<file path="src/rtl/bypass_select_generator_pkg.sv">
// ============================================================================
// Module  : bypass_select_generator_pkg
// Brief   : Shared types, stage constants and priority helper for bypass select.
// Revision: 1.0 - initial release
// ============================================================================
`default_nettype none

package bypass_select_generator_pkg;

    localparam int BYPASS_INT_EX_DEPTH = 1;
    localparam int BYPASS_MEM_MA_DEPTH = 2;

    localparam int LANE_IDX_W    = 2;
    localparam int MAX_INT_LANES = 1 << LANE_IDX_W;
    localparam int MAX_MEM_LANES = 1 << LANE_IDX_W;
    localparam int PREG_W_MAX    = 8;

    typedef enum logic [1:0] {
        STG_INT_EX = 2'd0,
        STG_INT_WB = 2'd1,
        STG_MEM_MA = 2'd2,
        STG_MEM_WB = 2'd3
    } bypass_stage_e;

    typedef struct packed {
        logic                  valid;
        bypass_stage_e         stg;
        logic [LANE_IDX_W-1:0] int_lane;
        logic [LANE_IDX_W-1:0] mem_lane;
    } bypass_select_t;

    typedef struct packed {
        bypass_select_t r_a;
        bypass_select_t r_b;
    } bypass_ctrl_t;

    typedef struct packed {
        logic                  valid;
        logic [PREG_W_MAX-1:0] preg;
    } bypass_track_entry_t;

    function automatic logic [LANE_IDX_W-1:0] lowest_idx(input logic [MAX_INT_LANES-1:0] v);
        logic [LANE_IDX_W-1:0] r;
        r = '0;
        for (int i = MAX_INT_LANES - 1; i >= 0; i--) begin
            if (v[i]) r = LANE_IDX_W'(i);
        end
        return r;
    endfunction

    // Youngest producer wins: INT_EX, MEM_MA, INT_WB, MEM_WB.
    function automatic bypass_select_t bypass_prioritize(
        input logic [MAX_INT_LANES-1:0] int_ex_hit,
        input logic [MAX_MEM_LANES-1:0] mem_ma_hit,
        input logic [MAX_INT_LANES-1:0] int_wb_hit,
        input logic [MAX_MEM_LANES-1:0] mem_wb_hit
    );
        bypass_select_t r;
        r = '0;
        if (|int_ex_hit) begin
            r.valid    = 1'b1;
            r.stg      = STG_INT_EX;
            r.int_lane = lowest_idx(int_ex_hit);
        end else if (|mem_ma_hit) begin
            r.valid    = 1'b1;
            r.stg      = STG_MEM_MA;
            r.mem_lane = lowest_idx(mem_ma_hit);
        end else if (|int_wb_hit) begin
            r.valid    = 1'b1;
            r.stg      = STG_INT_WB;
            r.int_lane = lowest_idx(int_wb_hit);
        end else if (|mem_wb_hit) begin
            r.valid    = 1'b1;
            r.stg      = STG_MEM_WB;
            r.mem_lane = lowest_idx(mem_wb_hit);
        end
        return r;
    endfunction

endpackage

`default_nettype wire

</file>
<file path="src/rtl/bypass_select_generator_matcher.sv">
// ============================================================================
// Module  : bypass_operand_matcher
// Brief   : Combinational compare of one source tag against all bypass candidates.
// Revision: 1.0 - initial release
// ============================================================================
`default_nettype none

module bypass_operand_matcher
    import bypass_select_generator_pkg::*;
#(
    parameter int INT_LANES = 2,
    parameter int MEM_LANES = 2
) (
    input  logic                                 src_valid,
    input  logic [PREG_W_MAX-1:0]                src,
    input  bypass_track_entry_t [INT_LANES-1:0]  int_ex_cand,
    input  bypass_track_entry_t [INT_LANES-1:0]  int_wb_cand,
    input  bypass_track_entry_t [MEM_LANES-1:0]  mem_ma_cand,
    input  bypass_track_entry_t [MEM_LANES-1:0]  mem_wb_cand,
    output bypass_select_t                       sel
);

    logic [MAX_INT_LANES-1:0] int_ex_hit;
    logic [MAX_INT_LANES-1:0] int_wb_hit;
    logic [MAX_MEM_LANES-1:0] mem_ma_hit;
    logic [MAX_MEM_LANES-1:0] mem_wb_hit;

    always_comb begin
        int_ex_hit = '0;
        int_wb_hit = '0;
        mem_ma_hit = '0;
        mem_wb_hit = '0;
        for (int l = 0; l < INT_LANES; l++) begin
            int_ex_hit[l] = src_valid && int_ex_cand[l].valid && (int_ex_cand[l].preg == src);
            int_wb_hit[l] = src_valid && int_wb_cand[l].valid && (int_wb_cand[l].preg == src);
        end
        for (int l = 0; l < MEM_LANES; l++) begin
            mem_ma_hit[l] = src_valid && mem_ma_cand[l].valid && (mem_ma_cand[l].preg == src);
            mem_wb_hit[l] = src_valid && mem_wb_cand[l].valid && (mem_wb_cand[l].preg == src);
        end
        sel = bypass_prioritize(int_ex_hit, mem_ma_hit, int_wb_hit, mem_wb_hit);
    end

endmodule

`default_nettype wire

</file>
<file path="src/rtl/bypass_select_generator.sv">
// ============================================================================
// Module  : bypass_select_generator
// Brief   : Tracks in-flight producer tags and registers per-consumer bypass selects.
// Revision: 1.0 - initial release
// ============================================================================
`default_nettype none

module bypass_select_generator
    import bypass_select_generator_pkg::*;
#(
    parameter int INT_LANES = 2,
    parameter int MEM_LANES = 2,
    parameter int CONSUMERS = 4,
    parameter int PREG_W    = 7
) (
    input  logic                                 clk,
    input  logic                                 rst_n,
    input  logic                                 stall,
    input  logic                                 flush,
    input  logic [INT_LANES-1:0]                 int_issue_valid,
    input  logic [INT_LANES-1:0]                 int_writes_reg,
    input  logic [INT_LANES-1:0][PREG_W-1:0]     int_dst,
    input  logic [MEM_LANES-1:0]                 mem_issue_valid,
    input  logic [MEM_LANES-1:0]                 mem_writes_reg,
    input  logic [MEM_LANES-1:0][PREG_W-1:0]     mem_dst,
    input  logic [CONSUMERS-1:0]                 src_valid_a,
    input  logic [CONSUMERS-1:0]                 src_valid_b,
    input  logic [CONSUMERS-1:0][PREG_W-1:0]     src_a,
    input  logic [CONSUMERS-1:0][PREG_W-1:0]     src_b,
    output bypass_ctrl_t [CONSUMERS-1:0]         bypass_ctrl
);

    if (INT_LANES > MAX_INT_LANES || MEM_LANES > MAX_MEM_LANES || PREG_W > PREG_W_MAX) begin : g_param_check
        $error("bypass_select_generator: lane count or tag width exceeds package range");
    end

    bypass_track_entry_t [INT_LANES-1:0] int_issue;
    bypass_track_entry_t [MEM_LANES-1:0] mem_issue;
    bypass_track_entry_t [INT_LANES-1:0] int_ex_q;
    bypass_track_entry_t [MEM_LANES-1:0] mem_addr_q;
    bypass_track_entry_t [MEM_LANES-1:0] mem_ma_q;
    bypass_select_t      [CONSUMERS-1:0] match_a;
    bypass_select_t      [CONSUMERS-1:0] match_b;

    for (genvar l = 0; l < INT_LANES; l++) begin : g_int_issue
        assign int_issue[l].valid = int_issue_valid[l] && int_writes_reg[l];
        assign int_issue[l].preg  = PREG_W_MAX'(int_dst[l]);
    end

    for (genvar l = 0; l < MEM_LANES; l++) begin : g_mem_issue
        assign mem_issue[l].valid = mem_issue_valid[l] && mem_writes_reg[l];
        assign mem_issue[l].preg  = PREG_W_MAX'(mem_dst[l]);
    end

    // Candidates are the positions producers will occupy next cycle, when the mux uses the select.
    for (genvar c = 0; c < CONSUMERS; c++) begin : g_consumer
        bypass_operand_matcher #(.INT_LANES(INT_LANES), .MEM_LANES(MEM_LANES)) u_match_a (
            .src_valid   (src_valid_a[c]),
            .src         (PREG_W_MAX'(src_a[c])),
            .int_ex_cand (int_issue),
            .int_wb_cand (int_ex_q),
            .mem_ma_cand (mem_addr_q),
            .mem_wb_cand (mem_ma_q),
            .sel         (match_a[c])
        );
        bypass_operand_matcher #(.INT_LANES(INT_LANES), .MEM_LANES(MEM_LANES)) u_match_b (
            .src_valid   (src_valid_b[c]),
            .src         (PREG_W_MAX'(src_b[c])),
            .int_ex_cand (int_issue),
            .int_wb_cand (int_ex_q),
            .mem_ma_cand (mem_addr_q),
            .mem_wb_cand (mem_ma_q),
            .sel         (match_b[c])
        );
    end

    always_ff @(posedge clk or negedge rst_n) begin
        if (!rst_n) begin
            int_ex_q    <= '0;
            mem_addr_q  <= '0;
            mem_ma_q    <= '0;
            bypass_ctrl <= '0;
        end else if (flush) begin
            int_ex_q    <= '0;
            mem_addr_q  <= '0;
            mem_ma_q    <= '0;
            bypass_ctrl <= '0;
        end else if (!stall) begin
            int_ex_q   <= int_issue;
            mem_addr_q <= mem_issue;
            mem_ma_q   <= mem_addr_q;
            for (int c = 0; c < CONSUMERS; c++) begin
                bypass_ctrl[c].r_a <= match_a[c];
                bypass_ctrl[c].r_b <= match_b[c];
            end
        end
    end

endmodule

`default_nettype wire

</file>
<file path="config.mk">
export PLATFORM = sky130hd
export DESIGN_NAME = bypass_select_generator
export DESIGN_NICKNAME = d
export VERILOG_FILES = /design/src/rtl/bypass_select_generator_pkg.sv /design/src/rtl/bypass_select_generator_matcher.sv /design/src/rtl/bypass_select_generator.sv
export SDC_FILE = /design/constraint.sdc
export NUM_CORES = 1
export LEC_CHECK = 0
export CORE_MARGIN = 4
export CORE_UTILIZATION = 23
export CTS_BUF_LIST = sky130_fd_sc_hd__clkbuf_8
export DETAILED_ROUTE_END_ITERATION = 7
export PLACE_DENSITY_LB_ADDON = 0.3
export SYNTH_ARGS = -nofsm -noshare
export SYNTH_HDL_FRONTEND = slang
export SYNTH_SLANG_ARGS = --single-unit
</file>
<file path="constraint.sdc">
create_clock -name clk -period 2.27 [get_ports clk]
set_input_delay 0.3405 -clock clk [delete_from_list [all_inputs] [get_ports clk]]
set_output_delay 0.3405 -clock clk [all_outputs]
set_load 0.05 [all_outputs]
</file>
==> results.sh <==
export IMPL_final_cells=1994
export IMPL_synth_avg_cell_area_sq_um=8.68
export IMPL_synth_async_reset_ratio_pct=100
export IMPL_worst_slew_pin_slew_ns=1.03
export IMPL_drive_gt1_share_pct=20.0
export IMPL_remaining_drc_errors=0
export IMPL_m1WireLength_mm=19.0
export IMPL_drt_wl_total_mm=45.6
export IMPL_max_cap_viol_count=0
export IMPL_rsz0062_at_grt="false"
export IMPL_slew_viol_final=0
export IMPL_synth_edff_count=0
export IMPL_path_class="flop to flop"
export IMPL_cts_buffer_depth=2
export IMPL_vias=9605
export IMPL_grt_start_max_net_pins=58
export IMPL_cp_start_kind="flop"
export IMPL_ys_warn_count=0
export IMPL_fillCellCount=4519
export IMPL_maxUsedRoutingLayer="met4"
export IMPL_ys_flop_type="dfrtp_1"
export IMPL_grt_pass1_vias=9709
export IMPL_setup_ws_ns=0.183
export IMPL_viasPerCell=4.82
export IMPL_syn_inst=1172
export IMPL_cts_sinks=88
export IMPL_ys_types=56
export IMPL_htreeDepth=3
export IMPL_cts_buffers=9
export IMPL_layout_nets=1508
export IMPL_cp_arrival_ns=2.39
export IMPL_fp_dieW_um=218
export IMPL_wire_per_inst_um=22.9
export IMPL_grt_ovfl_total=0
export IMPL_power_frac_seq_pct=32.8
export IMPL_dpl_hpwl_mm=33.4
export IMPL_p_sw_share_pct=38.9
export IMPL_dieHeight_um=218
export IMPL_hold_slack_ns=0.370
export IMPL_postCtsSetupRepairBufs=0
export IMPL_post_route_period_util_pct=91.9
export IMPL_pre_cts_slack_ns=-0.187
export IMPL_cts_tree="built"
export IMPL_worstHoldPathType="input port to flop"
export IMPL_dp_cells=1977
export IMPL_final_hold_violation_count=0
export IMPL_grtUsageTotal_pct=18.6
export IMPL_syn_cell_area_sq_um=10200
export IMPL_clk_latency_ns=0.40
export IMPL_initial_core_util_pct=23.5
export IMPL_combinationalPowerShare_pct=43.9
export IMPL_final_setup_skew_ns=0.0153
export IMPL_required_ns=2.57
export IMPL_p_sw_uw=1970
export IMPL_root_buffer="clkbuf_8"
export IMPL_pin_count=160
export IMPL_place_congestion=0.971
export IMPL_status="finished, final reports clean"
export IMPL_timing_final_crit_period_ns=2.09
export IMPL_drt_pass1_iterations=5
export IMPL_port_buffers=143
export IMPL_syn_to_final_growth_pct=37.7
export IMPL_layout_common_cells="xnor2_1, buf_4, xor2_1, clkdlybuf4s50_1, dfrtp_1"
export IMPL_route_met3_wl_mm=4.09
export IMPL_final_common_cell="xnor2_1"
export IMPL_powerDensity_nw_per_um2=361
export IMPL_ys_ff_latch=88
export IMPL_ir_drop_mv=0.244
export IMPL_cellLeakagePower_uw=0.00556
export IMPL_core_area_sq_um=43400
export IMPL_antenna_left=0
export IMPL_power_share_clock_pct=23.4
export IMPL_detail_route_iter0_violations=768
export IMPL_rows=76
export IMPL_diodes=0
export IMPL_max_slew_margin_rel_pct=31.2
export IMPL_antenna_found_initial=1
export IMPL_p_int_uw=3090
export IMPL_max_freq_mhz=479
export IMPL_ys_seq_area_share_pct=21.7
export IMPL_routed_wl_met2_mm=20.7
export IMPL_critPathMaxFanout=9
export IMPL_critPathCaptureType="flop"
export IMPL_clkTransAtPathRegs_ns=0.12
export IMPL_setup_viol=0
export IMPL_grt_pass1_wl_mm=65.4
export IMPL_die_area_sq_um=47600
export IMPL_fin_util_pct=32.3
Yosys cell counts, drive strengths merged, types with 3 or more instances:
master,n,area [sq um]
or2,3,18.8
inv,6,22.5
o41ai,3,41.3
or4,35,323
mux2i,45,450
a32o,7,70.1
xor2,145,1270
nand3,64,320
nor4,33,219
a21oi,9,48.8
or3,4,25.0
and2,4,27.5
clkbuf,9,37.5
buf,152,988
o21a,3,22.5
nand4,62,388
nor3,4,20.0
nor2b,6,45.0
a31oi,8,50.1
nand2,43,169
o21ai,22,114
dfrtp,88,2200
nor2,72,270
nand2b,12,77.6
xnor2,303,2680
a22o,13,114
layout make-up:
class | instances | area (sq um) | area share [%]
clock buffers | 9 | 124 | 0.884
flip-flops and latches | 88 | 2200 | 15.7
inverters | 6 | 22.5 | 0.161
well taps | 585 | 732 | 5.23
multi-input cells | 932 | 6980 | 49.9
repair buffers | 367 | 3880 | 27.7
clock inverters | 7 | 60.1 | 0.429
worst max-delay path: stages (launching register included):
cell and delay (ns):
dfrtp_1 0.75, nand3_1 0.15, nor4_1 0.44, buf_4 0.19, nand2b_2 0.14, o21ai_2 0.06, a32o_1 0.25
through the flow:
stage | area, sq um | TNS [ns] | total power [uW]
after floorplan | 10200 | 0 | 2960
after global placement | 13800 | -1.23 | 3860
after detailed placement | 13800 | -1.48 | 3880
after CTS | 14000 | 0 | 5090
after global routing | 14000 | 0 | 5270
final | 14000 | 0 | 5060
kinds of logic (layout without fill, tap and decap cells):
kind of cell,Yosys count,count (layout),share of synthesized area (%)
flops,88,88,21.7
compound gates,74,74,5.34
other cells,1,16,0.0369
xor+xnor,448,448,38.8
buf+inv,167,389,10.3
simple gates,349,349,19.4
mux,45,45,4.43
what timing repair did:
action                                  in CTS  in global routing
endpoints found under the setup margin       0                  4
hold buffers                                 1                  0
endpoints found under the hold margin       34                  0
resized for setup                            0                  1
registers in the layout, indices dropped and copies added, names as in the netlist:
register and cells:
mem_addr_q 16, mem_ma_q 16, int_ex_q 16, bypass_ctrl 40
power groups by stage:
stage	Clock (uW)	Combinational [uW]	Sequential, uW
after CTS	1230	2200	1660
after global routing	1270	2340	1660
after detailed placement	0	2190	1690
after floorplan	0	1290	1670
final	1180	2220	1660
after global placement	0	2170	1690
layer usage:
layer	up-vias	global-route usage (%)
met5	-	0
met4	0	6.87
met1	4646	24.5
met3	110	4.30
met2	505	29.8
li1	4344	-
path summary, 6_finish.rpt:
kind,depth (start not counted),start,endpoint,slack (ns)
setup / recovery,6,int_ex_q[17],bypass_ctrl[14],0.18
hold / removal,3,stall,bypass_ctrl[27],0.37
setup reg to reg,6,int_ex_q[17],bypass_ctrl[14],0.18
hold reg to reg,2,bypass_ctrl[21],bypass_ctrl[21],0.50
max in group asynchronous,3,rst_n,bypass_ctrl[35],1.04
min in group asynchronous,2,rst_n,bypass_ctrl[0],0.48
Power figures use the tool's default switching activity.
